## src/rtl/debug_pkg.sv

```systemverilog
// Shared constants for the debug-kit run/step controller: FSM state codes,
// state width and the default debounce length for a 50 MHz board clock.
package debug_pkg;

    localparam int STATE_W = 2;

    localparam logic [STATE_W-1:0] ST_HALT  = 2'd0;
    localparam logic [STATE_W-1:0] ST_STEP  = 2'd1;
    localparam logic [STATE_W-1:0] ST_BURST = 2'd2;
    localparam logic [STATE_W-1:0] ST_RUN   = 2'd3;

    localparam int DEBOUNCE_DEFAULT = 50000;

endpackage

```

## src/rtl/debug_step_ctrl_btn_debounce.sv

```systemverilog
// Push-button conditioner: 2-flop synchronizer, consecutive-sample debounce
// and a one-clock pulse on each accepted press (0->1 of the accepted level).
module btn_debounce
    import debug_pkg::*;
#(
    parameter int DEBOUNCE_CYCLES = DEBOUNCE_DEFAULT,
    parameter int DB_W            = 16
) (
    input  logic clk,
    input  logic rst,
    input  logic btn,
    output logic step_req
);

    localparam logic [DB_W-1:0] CNT_LAST = DB_W'(DEBOUNCE_CYCLES - 1);
    localparam logic [DB_W-1:0] CNT_ONE  = DB_W'(1);

    logic            sync1_r;
    logic            sync2_r;
    logic            level_r;
    logic            level_d_r;
    logic [DB_W-1:0] cnt_r;
    logic            step_req_r;

    // Synchronize, count consecutive disagreeing samples, and flag the accepted rising edge.
    always_ff @(posedge clk) begin
        if (rst) begin
            sync1_r    <= 1'b0;
            sync2_r    <= 1'b0;
            level_r    <= 1'b0;
            level_d_r  <= 1'b0;
            cnt_r      <= {DB_W{1'b0}};
            step_req_r <= 1'b0;
        end else begin
            sync1_r   <= btn;
            sync2_r   <= sync1_r;
            level_d_r <= level_r;
            // A single agreeing sample restarts the count from zero.
            if (sync2_r != level_r) begin
                if (cnt_r == CNT_LAST) begin
                    level_r <= sync2_r;
                    cnt_r   <= {DB_W{1'b0}};
                end else begin
                    cnt_r   <= cnt_r + CNT_ONE;
                end
            end else begin
                cnt_r <= {DB_W{1'b0}};
            end
            step_req_r <= level_r & ~level_d_r;
        end
    end

    assign step_req = step_req_r;

endmodule

```

## src/rtl/debug_step_ctrl.sv

```systemverilog
// Run/step controller producing the CPU clock enable from board controls:
// halt, single step, N-cycle burst, free run and a PC breakpoint.
// cycle_cnt, ctrl_state and bp_hit feed the seven-segment debug mux.
module debug_step_ctrl
    import debug_pkg::*;
#(
    parameter int DEBOUNCE_CYCLES = DEBOUNCE_DEFAULT,
    parameter int DB_W            = 16
) (
    input  logic               clk,
    input  logic               rst,
    input  logic               btn_step,
    input  logic               run_sw,
    input  logic               burst_sw,
    input  logic [7:0]         burst_len,
    input  logic               bp_en,
    input  logic [31:0]        bp_addr,
    input  logic [31:0]        pc,
    output logic               cpu_ce,
    output logic               halted,
    output logic               bp_hit,
    output logic [31:0]        cycle_cnt,
    output logic [STATE_W-1:0] ctrl_state
);

    logic               step_req_s;
    logic [STATE_W-1:0] state_r;
    logic [STATE_W-1:0] state_nxt_s;
    logic [7:0]         remaining_r;
    logic               first_cycle_r;
    logic               bp_hit_r;
    logic [31:0]        cycle_cnt_r;
    logic               bp_stop_s;
    logic               cpu_ce_s;
    logic               load_burst_s;
    logic               clr_bp_s;

    btn_debounce #(
        .DEBOUNCE_CYCLES (DEBOUNCE_CYCLES),
        .DB_W            (DB_W)
    ) u_btn_debounce (
        .clk      (clk),
        .rst      (rst),
        .btn      (btn_step),
        .step_req (step_req_s)
    );

    // The first cycle after entering RUN/BURST is never trapped, so resuming
    // at the breakpoint PC makes progress.
    assign bp_stop_s = bp_en & (pc == bp_addr)
                     & ((state_r == ST_RUN) | (state_r == ST_BURST))
                     & ~first_cycle_r;

    // Clock-enable gate: reset, breakpoint and a dropped run switch all cut it in the same cycle.
    always_comb begin
        cpu_ce_s = 1'b0;
        if (rst || bp_stop_s || (state_r == ST_HALT)) begin
            cpu_ce_s = 1'b0;
        end else if ((state_r == ST_RUN) && !run_sw) begin
            cpu_ce_s = 1'b0;
        end else begin
            cpu_ce_s = 1'b1;
        end
    end

    // Next-state logic; a step press in HALT outranks the run switch.
    always_comb begin
        state_nxt_s  = state_r;
        load_burst_s = 1'b0;
        clr_bp_s     = 1'b0;
        case (state_r)
            ST_HALT: begin
                if (step_req_s) begin
                    clr_bp_s = 1'b1;
                    if (burst_sw && (burst_len != 8'd0)) begin
                        state_nxt_s  = ST_BURST;
                        load_burst_s = 1'b1;
                    end else begin
                        state_nxt_s = ST_STEP;
                    end
                end else if (run_sw && !bp_hit_r) begin
                    state_nxt_s = ST_RUN;
                end else begin
                    state_nxt_s = ST_HALT;
                end
            end
            ST_STEP: begin
                state_nxt_s = ST_HALT;
            end
            ST_BURST: begin
                if (bp_stop_s || (remaining_r == 8'd1)) begin
                    state_nxt_s = ST_HALT;
                end else begin
                    state_nxt_s = ST_BURST;
                end
            end
            ST_RUN: begin
                if (bp_stop_s || !run_sw) begin
                    state_nxt_s = ST_HALT;
                end else begin
                    state_nxt_s = ST_RUN;
                end
            end
            default: begin
                state_nxt_s = ST_HALT;
            end
        endcase
    end

    // State, burst counter, first-cycle mask, sticky breakpoint flag and enabled-cycle counter.
    always_ff @(posedge clk) begin
        if (rst) begin
            state_r       <= ST_HALT;
            remaining_r   <= 8'd0;
            first_cycle_r <= 1'b0;
            bp_hit_r      <= 1'b0;
            cycle_cnt_r   <= 32'd0;
        end else begin
            state_r <= state_nxt_s;

            if (load_burst_s) begin
                remaining_r <= burst_len;
            end else if ((state_r == ST_BURST) && cpu_ce_s) begin
                remaining_r <= remaining_r - 8'd1;
            end else begin
                remaining_r <= remaining_r;
            end

            first_cycle_r <= (state_r == ST_HALT) &&
                             ((state_nxt_s == ST_RUN) || (state_nxt_s == ST_BURST));

            if (bp_stop_s) begin
                bp_hit_r <= 1'b1;
            end else if (clr_bp_s) begin
                bp_hit_r <= 1'b0;
            end else begin
                bp_hit_r <= bp_hit_r;
            end

            if (cpu_ce_s) begin
                cycle_cnt_r <= cycle_cnt_r + 32'd1;
            end else begin
                cycle_cnt_r <= cycle_cnt_r;
            end
        end
    end

    assign cpu_ce     = cpu_ce_s;
    assign halted     = (state_r == ST_HALT);
    assign bp_hit     = bp_hit_r;
    assign cycle_cnt  = cycle_cnt_r;
    assign ctrl_state = state_r;

endmodule

```

## config.mk

```make
export PLATFORM = sky130hd
export DESIGN_NAME = debug_step_ctrl
export DESIGN_NICKNAME = d
export VERILOG_FILES = /design/src/rtl/debug_pkg.sv /design/src/rtl/debug_step_ctrl_btn_debounce.sv /design/src/rtl/debug_step_ctrl.sv
export SDC_FILE = /design/constraint.sdc
export NUM_CORES = 1
export LEC_CHECK = 0
export CORE_ASPECT_RATIO = 1.1
export CORE_MARGIN = 2
export CORE_UTILIZATION = 38
export CTS_CLUSTER_DIAMETER = 150
export CTS_CLUSTER_SIZE = 30
export DETAILED_ROUTE_END_ITERATION = 7
export PLACE_DENSITY = 0.68
export SYNTH_ARGS = -nofsm -noshare
export SYNTH_HDL_FRONTEND = slang
export SYNTH_SLANG_ARGS = --single-unit
```

## constraint.sdc

```tcl
create_clock -name clk -period 3.23 [get_ports clk]
set_input_delay 0.323 -clock clk [delete_from_list [all_inputs] [get_ports clk]]
set_output_delay 0.323 -clock clk [all_outputs]
set_load 0.005 [all_outputs]
```

### Word-level counts from Yosys, hierarchy flattened

Index checks and enable logic that the tools add are counted.

| word-level totals | value |
|---|---|
| bits in registers | 65 |
| input bits | 78 |
| output and inout bits | 37 |
| word-level logic and storage cells | 66 |

| cells by class | value |
|---|---|
| add/subtract/negate cells | 3 |
| equal/unequal tests | 9 |
| mux-type cells | 17 |
| bitwise gates (word level) | 8 |
| reductions and logical operators | 18 |

Operator list:

| cell | count |
|---|---|
| 32-bit by 1-bit adder with 32-bit output (second input constant) | 1 |
| 32-bit equality test | 1 |
| 16-bit by 1-bit adder with 16-bit output (second input constant) | 1 |
| 16-bit equality test (second input constant) | 1 |
| 8-bit 2-to-1 mux | 2 |
| 2-bit 2-to-1 mux | 5 |
| 1-bit 2-to-1 mux | 9 |
| 2-bit equality test (second input constant) | 4 |
| 8-bit by 1-bit equality test with 1-bit output (second input constant) | 1 |
| 2-bit one-hot mux with 4 select lines | 1 |
| 8-bit nonzero test | 1 |
| 8-bit by 1-bit subtractor with 8-bit output (second input constant) | 1 |
| 1-bit logical AND | 5 |
| 1-bit logical OR | 5 |
| 1-bit bitwise AND | 4 |
| 2-bit nonzero test | 2 |
| 1-bit inverter | 3 |
| 3-bit OR reduction | 1 |
| 2-bit by 1-bit equality test with 1-bit output (second input constant) | 1 |
| 1-bit zero test | 2 |
| 2-bit zero test | 1 |
| 2-bit AND reduction | 1 |
| 1-bit inequality test | 1 |
| 1-bit bitwise OR | 1 |

### Longest topological paths before layout

| logic depth | value |
|---|---|
| word-level depth | 10 |
| depth in mapped cells | 9 |
| mapped depth without buffers | 8 |

### By module

From an unflattened synthesis, not the netlist that was laid out.

| second synthesis, totals | value |
|---|---|
| cells, all modules | 451 |
| area total of the unflattened synthesis | 3867.5 µm² |

Modules (own cells, without submodules):

| module | times used | cells an instance | area each (µm²) | sequential area each (µm²) |
|---|---|---|---|---|
| debug_step_ctrl | 1 | 360 | 2960.3 | 880.8 |
| btn_debounce | 1 | 91 | 907.1 | 420.4 |

### Least setup slack after synthesis

Ideal clock, no wire load.

| timing | value |
|---|---|
| path type | register to register |
| start | register u_btn_debounce.cnt_r[11] |
| end | register u_btn_debounce.cnt_r[10] |
| library setup time | 0.115 ns |
| data arrival time | 1.814 ns |
| data required time | 3.115 ns |
| slack | 1.302 ns |
| cell stages (with the launch flop) | 7 |
| buffers on the path | 2 |
| clock period less this slack | 1.928 ns |
| cells stage by stage | dfxtp_1 -> or4b_2 -> nor4_1 -> or3_1 -> clkbuf_2 -> buf_4 -> nor2_1 |

| on the way | value |
|---|---|
| cells in the longest elaborated chain, start to end | 2 |

Ends and longest elaborated chain:

| element | line | source |
|---|---|---|
| from (decl) | debug_step_ctrl_btn_debounce.sv:22 | `logic [DB_W-1:0] cnt_r;` |
| from (signal assigned) | debug_step_ctrl_btn_debounce.sv:32 | `cnt_r <= {DB_W{1'b0}};` |
| from (signal assigned) | debug_step_ctrl_btn_debounce.sv:42 | `cnt_r <= {DB_W{1'b0}};` |
| from (signal assigned) | debug_step_ctrl_btn_debounce.sv:44 | `cnt_r <= cnt_r + CNT_ONE;` |
| 16-bit equality test | debug_step_ctrl_btn_debounce.sv:40 | `if (cnt_r == CNT_LAST) begin` |
| 3-bit OR reduction (no source line) | -- |  |

Every way passes these cells.
A chain may end at the register's enable or synchronous reset.

### Worst setup path in the final report

| timing | value |
|---|---|
| start | input bp_addr[19] |
| end | output cpu_ce |

| on the way | value |
|---|---|
| cells in the longest elaborated chain, start to end | 7 |

Ends and longest elaborated chain:

| element | line | source |
|---|---|---|
| from (decl) | debug_step_ctrl.sv:17 | `input logic [31:0] bp_addr,` |
| 32-bit equality test | debug_step_ctrl.sv:50 | `assign bp_stop_s = bp_en & (pc == bp_addr)` |
| 1-bit bitwise AND | debug_step_ctrl.sv:50 |  |
| 1-bit bitwise AND | debug_step_ctrl.sv:51 | `& ((state_r == ST_RUN) \| (state_r == ST_BURST))` |
| 1-bit bitwise AND | debug_step_ctrl.sv:52 | `& ~first_cycle_r;` |
| 1-bit logical OR (2 in a row) | debug_step_ctrl.sv:57 | `if (rst \|\| bp_stop_s \|\| (state_r == ST_HALT)) begin` |
| 1-bit 2-to-1 mux | debug_step_ctrl.sv:57 |  |
| to (decl) | debug_step_ctrl.sv:19 | `output logic cpu_ce,` |

Every way passes these cells.

==> impl_metrics.json <==
{
  "area_growth_pct": 43.3,
  "cts-root-buf": "clkbuf_8",
  "dieWidth_microns": 94.7,
  "synth_area_leaders": "dfxtp_1 38%, xnor2_1 9.7%, xor2_1 5.9%",
  "power.leakage_nw": 1.65,
  "status": "completed",
  "final.period_utilization_pct": 83.7,
  "crit_path_top_delay_cell": "clkdlybuf4s50_1",
  "tns_ns": 0,
  "rsz0062_at_grt": "false",
  "io-pin-count": 115,
  "cap_violations": 0,
  "port_buffers": 114,
  "postCtsHoldBufs": 0,
  "globalplace.congestion": 0.800,
  "cts_resized": 0,
  "r2r_cells": 4,
  "diodes": 0,
  "tightest_slew_ns": 0.585,
  "cts_inserted_buffers": 9,
  "mappedNetlistNets": 486,
  "r2r_start": "u_btn_debounce.cnt_r[11]",
  "rows": 36,
  "drt-total-wl_mm": 9.00,
  "cts.sinks": 65,
  "cts_tree": "done",
  "placedCellCount": 623,
  "hold_depth": 1,
  "drt-pass1-iter-count": 4,
  "dp_hpwl_mm": 6.83,
  "grt_pass1_wl_mm": 14.4,
  "synth.top_cell.area_share_pct": 37.8,
  "maxSlewViolCount": 0,
  "synth_edf_count": 0,
  "path_cells": "clkdlybuf4s50_1, xnor2_1, nand4_1, nor4_1, nand4_1, nand2_1, inv_1, clkdlybuf4s50_1",
  "ys_seq_area_share_pct": 37.8,
  "crit_buf_inv": 3,
  "worst_path_largest_cell_delay_ns": 0.50,
  "fin_skew_ns": 0.00916,
  "start_kind": "input pin",
  "final_cells": 639,
  "dieArea_sq_um": 9830,
  "cp_max_fo": 6,
  "syn_area_sq_um": 3440,
  "gr-total-overflow": 0,
  "dieHeight_microns": 104,
  "cp_top_family": "buffers and inverters",
  "clk_pin_slew_ns": 0.07,
  "h-tree-depth": 3,
  "holdWs_ns": 0.386,
  "synth_cell_type_count": 50,
  "yosysTopAreaCell": "dfxtp_1",
  "clockBufferDepth": 2,
  "synth_common_cells": "65 x dfxtp_1, 50 x nor2_1, 38 x xnor2_1",
  "setup_violations": 0,
  "ir_drop_mv": 0.198,
  "fin_area_sq_um": 4930,
  "antenna_found_initial": 0,
  "core_area_sq_um": 8830,
  "critPathArrivalTime_ns": 2.38,
  "worstHoldPathType": "reg2reg",
  "endpoint_kind": "primary output",
  "initial_core_util_pct": 39.0,
  "grt_max_degree": 43,
  "hold_start": "u_btn_debounce.level_d_r",
  "critical_path_required_ns": 2.91,
  "slew_headroom_pct": 60.9,
  "avgRoutedWirePerCell_microns": 14.1,
  "async_flop_share_pct": 0,
  "vias": 3306,
  "ys_warn_count": 0,
  "drtIter0Drc": 109,
  "grt_pass1_vias": 3212,
  "hold_viol_final": 0,
  "synth_ff_type": "dfxtp_1",
  "syn_inst": 404,
  "p_per_area_nw_per_um2": 407,
  "nNetsFinal": 602,
  "ant_nets": 0,
  "fmax_mhz": 370,
  "clk_latency_ns": 0.34,
  "track_usage_pct": 18.1,
  "postLayoutCoreUtil_pct": 55.8,
  "synth-seq-cells": 65,
  "finalCriticalPeriod_ns": 2.70,
  "drc": 0,
  "postSynthAreaPerCell_sq_um": 8.52,
  "vias_per_cell": 5.17,
  "placed_cell_area_sq_um": 4680,
  "yosysMostFrequentCell": "dfxtp_1",
  "num-fill-cells": 848,
  "critical_path_class": "in2out",
  "final_layout_size_suffix_gt1_share_pct": 7.43,
  "startpoint": "bp_addr[19]",
  "cp.depth": 8,
  "post_cts_buffers": 0
}
==> stage by stage <==
step	power, W	worst slack (ns)
after detailed placement	0.00116	0.496
after CTS	0.00203	0.490
after global routing	0.00210	0.314
after floorplan	0.000999	1.30
final	0.00201	0.526
after global placement	0.00116	0.552
==> where the power goes <==
group | leakage, nW | switching [W] | internal [W] | total, W
clock | 0.119 | 0.000326 | 0.000536 | 0.000862
sequential | 0.526 | 0.0000248 | 0.000826 | 0.000850
combinational | 1.01 | 0.000118 | 0.000178 | 0.000296
total | 1.65 | 0.000469 | 0.00154 | 0.00201
==> worst paths after layout <==
kind,slack [ns],endpoint
max reg2reg,1.06,u_btn_debounce.cnt_r[5]
min,0.39,u_btn_debounce.step_req
min reg2reg,0.39,u_btn_debounce.step_req
max,0.53,cpu_ce
==> state kept, by name (all words and copies together), names as in the netlist <==
name and cells:
u_btn_debounce.level_r 1, first_cycle_r 1, ctrl_state 2, u_btn_debounce.sync1_r 1, u_btn_debounce.level_d_r 1, cycle_cnt 32, u_btn_debounce.step_req 1, u_btn_debounce.sync2_r 1
u_btn_debounce.cnt_r 16, remaining_r 8, bp_hit 1
==> worst register-to-register path, cell delays in order, from the launching register on <==
cell and delay [ns]:
dfxtp_1 0.36, or4b_2 0.69, nor4_1 0.38, or3_1 0.51, nor2_1 0.11
==> cell type report <==
cell class / count / area, sq um / area share, %
multi-input combinational: 315 / 2020 / 40.9
sequential: 65 / 1300 / 26.4
timing repair buffer: 119 / 1180 / 23.9
tap: 114 / 143 / 2.89
clock buffer: 10 / 138 / 2.79
clock inverter: 6 / 114 / 2.31
inverter: 10 / 37.5 / 0.761
==> cells by family (layout without fill, tap and decap cells) <==
family                   count (synthesis)  after routing  synth area share [%]
XOR/XNOR                                61             61                  15.5
AND/OR/NAND/NOR                        190            190                  30.6
buffers and inverters                   24            145                  3.53
multiplexers                             3              3                 0.873
flip-flops                              65             65                  37.8
AO/OA/AOI/OAI                           57             57                  10.2
adder cells (fa/ha/maj)                  4              4                  1.45
==> routing by layer <==
layer / vias up / GRT usage [%] / wire (microns)
li1: 1663 / - / -
met1: 1519 / 21.0 / 3640
met2: 115 / 30.4 / 4260
met3: 9 / 6.84 / 1010
met4: 0 / 5.59 / 90
met5: - / 0 / 0
==> cells in the final DEF (no fill, tap or decap), types with 2 or more instances in the layout <==
master,count
buf_4,5
a21oi_1,18
nor4_1,7
or3_1,12
nor3_4,2
nor3_1,5
nand2_1,33
or4b_2,2
o21ai_0,15
or2_2,2
a211oi_1,7
xnor2_1,38
xor2_1,23
and3_2,2
clkbuf_8,10
mux2i_1,3
inv_1,10
nand4_4,2
clkdlybuf4s50_1,114
dfxtp_1,65
and3_1,3
ha_1,4
nor3b_1,2
and4_4,2
o31ai_1,4
or4_1,3
and4_1,2
o41ai_1,2
nand3_1,27
nor2_1,50
clkinvlp_4,2
o21a_1,5
nand4_1,20
nor2b_1,4
or4_2,2
a21boi_0,3
bufinv_16,3
(Power assumes the default switching activity.)
